**config.mk**
```make
export PLATFORM = sky130hd
export DESIGN_NAME = mem_stage
export DESIGN_NICKNAME = d
export VERILOG_FILES = /design/src/rtl/mem_stage_pkg.sv /design/src/rtl/mem_stage_lane_align.sv /design/src/rtl/mem_stage.sv
export SDC_FILE = /design/constraint.sdc
export NUM_CORES = 1
export LEC_CHECK = 0
export ABC_CLOCK_PERIOD_IN_PS = 3050
export CORE_MARGIN = 2
export CORE_UTILIZATION = 30
export CTS_BUF_LIST = sky130_fd_sc_hd__clkbuf_4
export CTS_CLUSTER_DIAMETER = 40
export DETAILED_ROUTE_END_ITERATION = 8
export GPL_TIMING_DRIVEN = 0
export PLACE_DENSITY_LB_ADDON = 0.12
export RECOVER_POWER = 25
export SYNTH_ARGS = -nofsm -noshare
export SYNTH_HDL_FRONTEND = slang
export SYNTH_SLANG_ARGS = --single-unit
```
**constraint.sdc**
```tcl
create_clock -name clk -period 3.05 [get_ports clk]
set_input_delay 0.7625 -clock clk [delete_from_list [all_inputs] [get_ports clk]]
set_output_delay 0.7625 -clock clk [all_outputs]
set_load 0.02 [all_outputs]
```
**src/rtl/mem_stage_pkg.sv**
```systemverilog
// Uop bundle types shared by the execute, memory and writeback stages.
// Memory-stage state, byte-enable constants and access-size helper.
package Uop;

    typedef enum logic [2:0] {
        EX_NONE      = 3'd0,
        EX_ILLEGAL   = 3'd1,
        EX_MEM_ALIGN = 3'd2,
        EX_ECALL     = 3'd3,
        EX_BREAK     = 3'd4
    } ex_t;

    typedef enum logic [1:0] {
        SZ_B   = 2'd0,
        SZ_H   = 2'd1,
        SZ_W   = 2'd2,
        SZ_RSV = 2'd3
    } mem_op_sz_t;

    typedef struct packed {
        ex_t        ex;
        logic       exValid;
        logic [4:0] rd;
        logic [31:0] rdVal;
        logic       flagsValid;
        logic [3:0] flags;
        logic       isLd;
        logic       isSt;
        mem_op_sz_t sz;
        logic       signExtend;
        logic [31:0] rs2Val;
    } execute_t;

    typedef struct packed {
        ex_t        ex;
        logic       exValid;
        logic [4:0] rd;
        logic [31:0] rdVal;
        logic       flagsValid;
        logic [3:0] flags;
        logic       memNack;
    } memory_t;

    typedef enum logic {
        MEM_IDLE = 1'b0,
        MEM_BUS  = 1'b1
    } mem_state_t;

    localparam logic [3:0] BE_NONE = 4'b0000;
    localparam logic [3:0] BE_B0   = 4'b0001;
    localparam logic [3:0] BE_LO_H = 4'b0011;
    localparam logic [3:0] BE_HI_H = 4'b1100;
    localparam logic [3:0] BE_ALL  = 4'b1111;

    // Reserved size encoding behaves as a word access.
    function automatic mem_op_sz_t memSize(input mem_op_sz_t sz);
        return (sz == SZ_RSV) ? SZ_W : sz;
    endfunction

endpackage

```
**src/rtl/mem_stage_lane_align.sv**
```systemverilog
// Byte-lane steering for the data bus: store enables/replication
// and load lane extraction with sign or zero extension.
module mem_lane_align
    import Uop::*;
(
    input  logic [1:0]  stAddr,
    input  mem_op_sz_t  stSz,
    input  logic [31:0] stData,
    output logic [3:0]  be,
    output logic [31:0] wdata,
    input  logic [1:0]  ldAddr,
    input  mem_op_sz_t  ldSz,
    input  logic        ldSigned,
    input  logic [31:0] rdata,
    output logic [31:0] ldVal
);

    logic [7:0]  ldByte;
    logic [15:0] ldHalf;

    // Store side: enables and lane-replicated write data.
    always_comb begin
        be    = BE_ALL;
        wdata = stData;
        unique case (1'b1)
            stSz == SZ_B: begin
                be    = BE_B0 << stAddr;
                wdata = {4{stData[7:0]}};
            end
            stSz == SZ_H: begin
                be    = stAddr[1] ? BE_HI_H : BE_LO_H;
                wdata = {2{stData[15:0]}};
            end
            default: ;
        endcase
    end

    // Load side: pick the addressed lane and extend it.
    always_comb begin
        ldByte = rdata[{ldAddr, 3'b000} +: 8];
        ldHalf = ldAddr[1] ? rdata[31:16] : rdata[15:0];
        ldVal  = rdata;
        unique case (1'b1)
            ldSz == SZ_B: ldVal = {{24{ldSigned & ldByte[7]}}, ldByte};
            ldSz == SZ_H: ldVal = {{16{ldSigned & ldHalf[15]}}, ldHalf};
            default: ;
        endcase
    end

endmodule

```
**src/rtl/mem_stage.sv**
```systemverilog
// Memory pipeline stage: single-outstanding loads/stores,
// alignment exceptions, bus error/timeout reporting, pass-through.
module mem_stage
    import Uop::*;
#(
    parameter int TIMEOUT = 255,
    parameter int TO_W    = 8
) (
    input  logic        clk,
    input  logic        rst_n,
    input  logic        flush,
    input  logic        inValid,
    output logic        inReady,
    input  execute_t    inUop,
    output logic        outValid,
    input  logic        outReady,
    output memory_t     outUop,
    output logic        busReq,
    output logic        busWe,
    output logic [29:0] busAddr,
    output logic [3:0]  busBe,
    output logic [31:0] busWData,
    input  logic [31:0] busRData,
    input  logic        busAck,
    input  logic        busNack
);

    mem_state_t     state;
    mem_state_t     stateNext;
    logic           kill;
    logic [TO_W-1:0] toCnt;
    memory_t        pend;
    logic           pendSt;
    mem_op_sz_t     pendSz;
    logic           pendSx;

    mem_op_sz_t     inSz;
    logic           isMem;
    logic           misAlign;
    logic           accept;
    logic           goBus;
    logic           goPass;
    logic           toHit;
    logic           resp;
    logic           isNack;
    logic [3:0]     stBe;
    logic [31:0]    stWData;
    logic [31:0]    ldVal;
    memory_t        passOut;
    memory_t        memOut;

    assign inSz    = memSize(inUop.sz);
    assign isMem   = inUop.isLd | inUop.isSt;
    assign inReady = !flush && (state == MEM_IDLE)
                     && (!outValid || outReady);
    assign accept  = inValid && inReady;
    assign goBus   = accept && isMem && !inUop.exValid && !misAlign;
    assign goPass  = accept && !goBus;
    assign toHit   = (TIMEOUT != 0) && (state == MEM_BUS)
                     && (toCnt == TO_W'(TIMEOUT - 1))
                     && !busAck && !busNack;
    assign resp    = (state == MEM_BUS) && (busAck || busNack || toHit);
    assign isNack  = busNack || toHit;

    // Alignment check on the ALU byte address.
    always_comb begin
        misAlign = 1'b0;
        unique case (1'b1)
            inSz == SZ_B: misAlign = 1'b0;
            inSz == SZ_H: misAlign = inUop.rdVal[0];
            default:      misAlign = |inUop.rdVal[1:0];
        endcase
    end

    mem_lane_align uLane (
        .stAddr  (inUop.rdVal[1:0]),
        .stSz    (inSz),
        .stData  (inUop.rs2Val),
        .be      (stBe),
        .wdata   (stWData),
        .ldAddr  (pend.rdVal[1:0]),
        .ldSz    (pendSz),
        .ldSigned(pendSx),
        .rdata   (busRData),
        .ldVal   (ldVal)
    );

    // State register.
    always_ff @(posedge clk or negedge rst_n) begin
        if (!rst_n) state <= MEM_IDLE;
        else        state <= stateNext;
    end

    // Next-state logic.
    always_comb begin
        stateNext = state;
        unique case (state)
            MEM_IDLE: if (goBus) stateNext = MEM_BUS;
            MEM_BUS:  if (resp)  stateNext = MEM_IDLE;
            default:  stateNext = MEM_IDLE;
        endcase
    end

    // FSM outputs: request is held for the whole bus phase.
    always_comb begin
        busReq = (state == MEM_BUS);
    end

    // Timeout counter counts bus cycles with no response.
    always_ff @(posedge clk or negedge rst_n) begin
        if (!rst_n)                          toCnt <= '0;
        else if ((state == MEM_BUS) && !resp) toCnt <= toCnt + 1'b1;
        else                                 toCnt <= '0;
    end

    // Kill flag remembers a flush seen while the bus is busy.
    always_ff @(posedge clk or negedge rst_n) begin
        if (!rst_n)                   kill <= 1'b0;
        else if (state != MEM_BUS)    kill <= 1'b0;
        else if (resp)                kill <= 1'b0;
        else if (flush)               kill <= 1'b1;
    end

    // Bus command and pending uop captured at accept.
    always_ff @(posedge clk or negedge rst_n) begin
        if (!rst_n) begin
            busWe    <= 1'b0;
            busAddr  <= '0;
            busBe    <= BE_NONE;
            busWData <= '0;
            pend     <= '0;
            pendSt   <= 1'b0;
            pendSz   <= SZ_B;
            pendSx   <= 1'b0;
        end else if (goBus) begin
            busWe    <= inUop.isSt;
            busAddr  <= inUop.rdVal[31:2];
            busBe    <= stBe;
            busWData <= stWData;
            pend     <= passOut;
            pendSt   <= inUop.isSt;
            pendSz   <= inSz;
            pendSx   <= inUop.signExtend;
        end
    end

    // Result formatting for pass-through and bus completion.
    always_comb begin
        passOut.ex         = inUop.ex;
        passOut.exValid    = inUop.exValid;
        passOut.rd         = inUop.rd;
        passOut.rdVal      = inUop.rdVal;
        passOut.flagsValid = inUop.flagsValid;
        passOut.flags      = inUop.flags;
        passOut.memNack    = 1'b0;
        if (isMem && misAlign && !inUop.exValid) begin
            passOut.ex      = EX_MEM_ALIGN;
            passOut.exValid = 1'b1;
        end
        memOut         = pend;
        memOut.memNack = isNack;
        if (!isNack && !pendSt) memOut.rdVal = ldVal;
    end

    // Output register with valid/ready hold.
    always_ff @(posedge clk or negedge rst_n) begin
        if (!rst_n) begin
            outValid <= 1'b0;
            outUop   <= '0;
        end else if (flush) begin
            outValid <= 1'b0;
        end else if (goPass || (resp && !kill)) begin
            outValid <= 1'b1;
            outUop   <= goPass ? passOut : memOut;
        end else if (outReady) begin
            outValid <= 1'b0;
        end
    end

endmodule
```
==> impl_results.md, run 1 <==
* # Post-CTS Setup Buffers at 0
* Dominant cells by area after synthesis: dfrtp_1, nand2_1, mux2i_1, nor2_1, buf_4
* Hold-fix buffers, CTS at 0
* Max-cap violation count at 1
* Tot Pwr at 7.24 mW
* EDFF count, synth at 0
* Die height at 161 um
* Slew headroom at -9.35%
* Yosys reg bits at 144
* CP Data Required Time at 2.29 ns
* CP peak stage delay at 0.60 ns
* Vias after detailed routing at 6,843
* Mapped Nets at 958
* Area fraction of the dominant cell type after synthesis at 48.6%
* Max FO, Critical Path at 4
* Fin. max-slew vios at 61
* RSZ-0062 raised after global routing: no
* Finished Layout Cells at 1,426
* DP Worst Slack at 0.00714 ns
* Initial DRC Count at 318
* Met3 WL at 2240 um
* Clock sink total at 144
* First-pass GRT wire length at 42,100 um
* Final #Nets at 1,214
* Hold slack at 0.490 ns
* Final wirelength at 27,600 um
* Setup Viol. Count Final at 0
* Unique masters post-synth at 57
* Area grow syn2layout at 42.3%
* Htree depth at 4
* Clock Latency Late Sink at 0.56 ns
* Comb pwr share at 42.0%
* Setup crit end kind: output pin
* Antenna Nets Post-Route at 0
* CP dominant cell by count: clkdlybuf4s50_1
* Clock share of power at 20.6%
* Vias per cell at 4.80
* Hold Vio Cnt, Final at 0
* Total gr overflow at 0
* Largest net degree at the start of global routing at 85
* Synth area leader: dfrtp_1
* Internal power at 4.58 mW
* # rows at 57
* Initial antenna violation count at 3
* Period minus WS final at 2.91 ns
* Die W at 161 um
* Hold Crit Start: memOut[45]
* RD Place Congestion at 0.857
* Fraction of layout cells with a size suffix above 1 at 10.8%
* Initial Utilization at 30.5%
* Final period utilization at 95.4%
* Clk slew on worst S/H paths at 0.12 ns
* Setup WS post-layout at 0.140 ns
* Most common cell in the netlist: nand2_1
* Wire length on met2 at 12,900 um
* Peak VDD IR at 312 uV
* Endpoint, Worst Hold: memOut[45]
* Clock Skews at 0.0247 ns
* CTS max path bufs at 2
* Slowest CP cell: clkdlybuf4s50_1
* Class of the most critical setup path: in2out
* Hold/Removal Path Class: reg2reg
* Syn Inst Count at 834
* Die footprint at 0.0260 mm^2
* CTS tree: built
* TritonRoute pass-1 iters at 5
* Slew @ Worst Pin at 1.64 ns
* R2r worst-path depth at 8
* Origin of the critical flop-to-flop path: toCnt[0]
* Num CTS Buffers at 17
* Leakage Power at 4.83 nW
* IO Count at 239
* Power per cell area at 687 mW/mm^2
* Sw power at 2.66 mW
* Fill count at 2,505
* GRT Total Usage at 21.5%
* Worst Hold Path Cells at 2
* Ys Warns at 0
* Critical path arrival at 2.15 ns
* Final setup TNS at 0 ns
* Startpoint types: input pin
* Failing checks: capacitance limit, slew limit
* Net Sw Frac at 36.8%
* Worst reg2reg setup slack at 0.78 ns
* Top sig layer: met5
* Metal1 wirelength at 11,900 um
* Commonest cells post-synth: nand2_1, dfrtp_1, nor2_1, a21oi_1, o21ai_0
* Mapped Avg Cell Area at 8.88 um^2
* Sequential cell fraction of total power at 37.4%
* PortBufs at 236
* # DRC at 0
* Synthesized cell area at 0.00741 mm^2
* Worst r2r dst: outUop[37]
* Top_reg_cell synth: dfrtp_1
* Async S/R FF share, synth at 100%
* Max Clk Rate at 344 MHz
* DP Cell Count at 1,395
* Core area at 0.0242 mm^2
* Vias in the first global route at 7,043
* CP Cell Sequence: clkdlybuf4s50_1 > nor2_1 > and2_1 > clkdlybuf4s50_1
* Post-cts repair resize count at 0
* CTS root buffer: clkbuf_4
* Status: complete, but fails checks
* WL/cell at 19.3 um
* Sequential fraction of the synthesis area at 48.6%
* Post-DP HPWL at 20,700 um
layout make-up:
type	count	area, um^2	share of cell area (%)
plain buffers	87	549	5.21
repair buffers	237	2380	22.6
well taps	324	405	3.85
flip-flops and latches	144	3600	34.2
diodes	1	2.50	0.0237
clock inverters	13	214	2.03
clock buffers	17	128	1.21
inverters	2	7.51	0.0712
multi-input cells	601	3250	30.8
worst max-delay path, delay by kind of cell:
kind / cells / cell delay (ns)
and+or+nand+nor: 2 / 0.32
buffers and inverters: 2 / 1.07
registers in the layout (all words and copies together), names as in the netlist:
register / cells
toCnt: 8
pendSz: 2
outValid: 1
busBe: 4
kill: 1
pendSt: 1
pend: 2
pendSx: 1
busAddr: 30
outUop: 47
memOut: 14
busWData: 32
busReq: 1
metal layers:
metal	vias up	global-route usage, %
li1	3322	-
met1	3241	26.8
met2	244	35.6
met3	32	7.32
met4	4	6.05
met5	-	0
kinds of logic (layout without fill, tap and decap cells):
kind of cell / after synthesis / count (layout) / synth area share (%)
xor+xnor: 6 / 6 / 0.710
flops: 144 / 144 / 48.6
buf+inv: 89 / 356 / 7.52
mux: 34 / 34 / 4.81
other cells: 0 / 1 / 0
compound gates: 185 / 185 / 17.0
fa+ha+maj: 2 / 2 / 0.338
simple gates: 374 / 374 / 21.0
cell usage in the layout (no fill, tap or decap), types with 4 or more instances in the layout:
cell             instances
clkinv_4                 4
buf_2                   29
o21ai_0                 33
a22o_1                  17
a31oi_1                 32
mux2i_1                 30
o21a_1                   5
buf_4                   32
a21o_1                  17
and2_1                   4
a222oi_1                 5
o21ai_1                  5
nor2_1                  76
nand2b_1                 5
o221ai_1                 8
a211o_1                  6
a21oi_1                 36
clkbuf_1                14
nand2_1                249
nand3_1                 15
clkdlybuf4s50_1        235
dfrtp_1                144
bufinv_16                5
buf_6                    7
clkbuf_4                17
nor2b_1                 11
through the flow:
stage	util (%)	cell area, um^2
finish	43.5	10500
global route	43.5	10500
CTS	43.5	10500
detailed placement	42.1	10200
global placement	42.0	10200
floorplan	-	7410
worst max-delay path by stage:
stage,startpoint,to,slack (ns)
floorplan,inUop[33],outUop[27],0.98
global placement,rst_n,busWData[16],-5.17
detailed placement,flush,memOut[40],0.007
CTS,flush,inReady,0.14
global route,flush,inReady,0.09
finish,flush,inReady,0.14
power by group through the flow:
stage / Clock, mW / Combinational (mW) / Sequential, mW
floorplan: 0 / 1.28 / 3.05
global placement: 0 / 3.05 / 2.74
detailed placement: 0 / 3.07 / 2.74
CTS: 1.53 / 3.08 / 2.71
global route: 1.61 / 3.29 / 2.77
finish: 1.49 / 3.04 / 2.71
Power figures use the tool's default switching activity.
==> inputs of run 2 (changes only) <==
Settings changed: CORE_MARGIN 2 to 3, CTS_CLUSTER_SIZE set to 24.
==> run 2 against run 1 <==
The flow now finishes without violations. Final cell count down 0.14%. Total power increased by 0.57%. Non-clock buffer count did not move. Die area increased by 2.5%. Core utilization up 0.69 points. Clock skew is 0.0041 ns higher. Register-to-register slack lost 0.03 ns. Hold slack better by 0.0015 ns.
==> impl_results.md, run 2 (synthesized netlist as in run 1, its figures left out) <==
* Status: complete, no violations
* DP Worst Slack at 0.0525 ns
* Final #Nets at 1,214
* Period minus WS final at 2.89 ns
* Setup Viol. Count Final at 0
* Clock Skews at 0.0289 ns
* Net Sw Frac at 36.9%
* Setup WS post-layout at 0.155 ns
* CTS max path bufs at 2
* # rows at 56
* Num CTS Buffers at 17
* Finished Layout Cells at 1,424
* Max FO, Critical Path at 4
* WP buf/inv at 2
* Core area at 0.0239 mm^2
* Power per cell area at 690 mW/mm^2
* Peak VDD IR at 274 uV
* Antenna Nets Post-Route at 0
* Htree depth at 4
* RD Place Congestion at 0.836
* Final setup TNS at 0 ns
* Hold-fix buffers, CTS at 0
* Startpoint types: input pin
* TritonRoute pass-1 iters at 6
* Clock sink total at 144
* Class of the most critical setup path: in2out
* GRT Total Usage at 20.5%
* Max Clk Rate at 345 MHz
* Sequential cell fraction of total power at 37.1%
* Die height at 163 um
* # Post-CTS Setup Buffers at 0
* Largest net degree at the start of global routing at 92
* CP Cell Sequence: clkdlybuf4s50_1 > nor2_1 > and2_1 > clkdlybuf4s50_1
* Die W at 163 um
* Clock Latency Late Sink at 0.55 ns
* Leakage Power at 4.85 nW
* CP peak stage delay at 0.60 ns
* Vias after detailed routing at 6,912
* Slew headroom at 3.45%
* Die footprint at 0.0266 mm^2
* CTS root buffer: clkbuf_4
* WL/cell at 19.4 um
* CP dominant cell by count: clkdlybuf4s50_1
* Hold/Removal Path Class: reg2reg
* Top delay family on crit path: buffers and inverters
* Top reg by flops: outUop
* Fraction of layout cells with a size suffix above 1 at 10.9%
* Final wirelength at 27,600 um
* Vias per cell at 4.85
* Post-DP HPWL at 20,800 um
* Max-cap violation count at 0
* Post-cts repair resize count at 0
* # DRC at 0
* Area grow syn2layout at 42.5%
* Slowest CP cell: clkdlybuf4s50_1
* Initial DRC Count at 369
* Hold Vio Cnt, Final at 0
* Sw power at 2.69 mW
* Max reg flops at 47
* DP Cell Count at 1,390
* IO Count at 239
* Vias in the first global route at 6,900
* Initial antenna violation count at 2
* Internal power at 4.60 mW
* Clk slew on worst S/H paths at 0.14 ns
* Commonest cells after routing, fill and taps aside: nand2_1, clkdlybuf4s50_1, dfrtp_1
* First-pass GRT wire length at 41,400 um
* Comb pwr share at 41.7%
* Largest regs: outUop x47, busWData x32, busAddr x30
* Most common cell after layout, fill and taps aside: nand2_1
* Slew @ Worst Pin at 1.45 ns
* PortBufs at 236
* Critical path arrival at 2.13 ns
* Final period utilization at 94.9%
* Clock share of power at 21.2%
* Fin. max-slew vios at 0
* CTS tree: built
* RSZ-0062 raised after global routing: no
* Initial Utilization at 31.0%
* Total gr overflow at 0
* CP Data Required Time at 2.29 ns
* Setup crit end kind: output pin
## run 2: changes by cell type in the layout (fill, tap and decap cells not counted)
cell,delta
clkinv_1,+1
clkinv_4,-1
clkinvlp_4,-2
diode_2,+1
inv_6,+4
## run 2: layer usage
layer,track usage (%),wire length [um],up-vias
li1,-,-,3325
met1,26.8,11900,3292
met2,33.5,13000,273
met3,6.67,2370,20
met4,3.88,301,2
met5,0,13,-
## run 2: through the flow
| stage | cell area (um^2) | util [%] | hold slack (ns) | power, mW |
|---|---|---|---|---|
| 6_report | 10600 | 44.2 | 0.491 | 7.28 |
| 5_1_grt | 10600 | 44.2 | 0.522 | 7.71 |
| 4_1_cts | 10600 | 44.2 | 0.0681 | 7.36 |
| 3_5_place_dp | 10200 | 42.7 | 0.456 | 5.80 |
| 3_3_place_gp | 10200 | 42.6 | 0.456 | 5.78 |
| 2_1_floorplan | 7410 | - | 0.438 | 4.33 |
## run 2: final timing paths
kind                                   from     endpoint  slack [ns]  depth (start not counted)
worst max register to register     toCnt[0]   outUop[37]        0.75                          8
worst min-delay path            busWData[1]  busWData[1]        0.49                          2
max in group asynchronous             rst_n      pend[7]        1.38                          2
worst max-delay path                  flush      inReady        0.16                          4
worst min register to register  busWData[1]  busWData[1]        0.49                          2
min in group asynchronous             rst_n  busAddr[19]        0.52                          1
## run 2: layout make-up
cell class,instances,area [um^2]
Timing Repair Buffer,237,2380
Sequential cell,144,3600
Fill cell,2361,13300
Clock inverter,15,229
Buffer,87,549
Inverter,2,7.51
Multi-Input combinational cell,601,3250
Clock buffer,17,128
Antenna cell,2,5.00
Tap cell,319,399
## run 2: power groups by stage
stage	Combinational (mW)	Sequential (mW)	Clock (mW)
floorplan	1.28	3.05	0
global placement	3.04	2.74	0
detailed placement	3.06	2.74	0
CTS	3.07	2.71	1.58
global route	3.28	2.76	1.66
finish	3.04	2.70	1.55
## run 2: tightest hold or removal path, delay by kind of cell, from the launching register on
kind          cells  cell delay (ns)
flops             1             0.37
simple gates      2             0.10
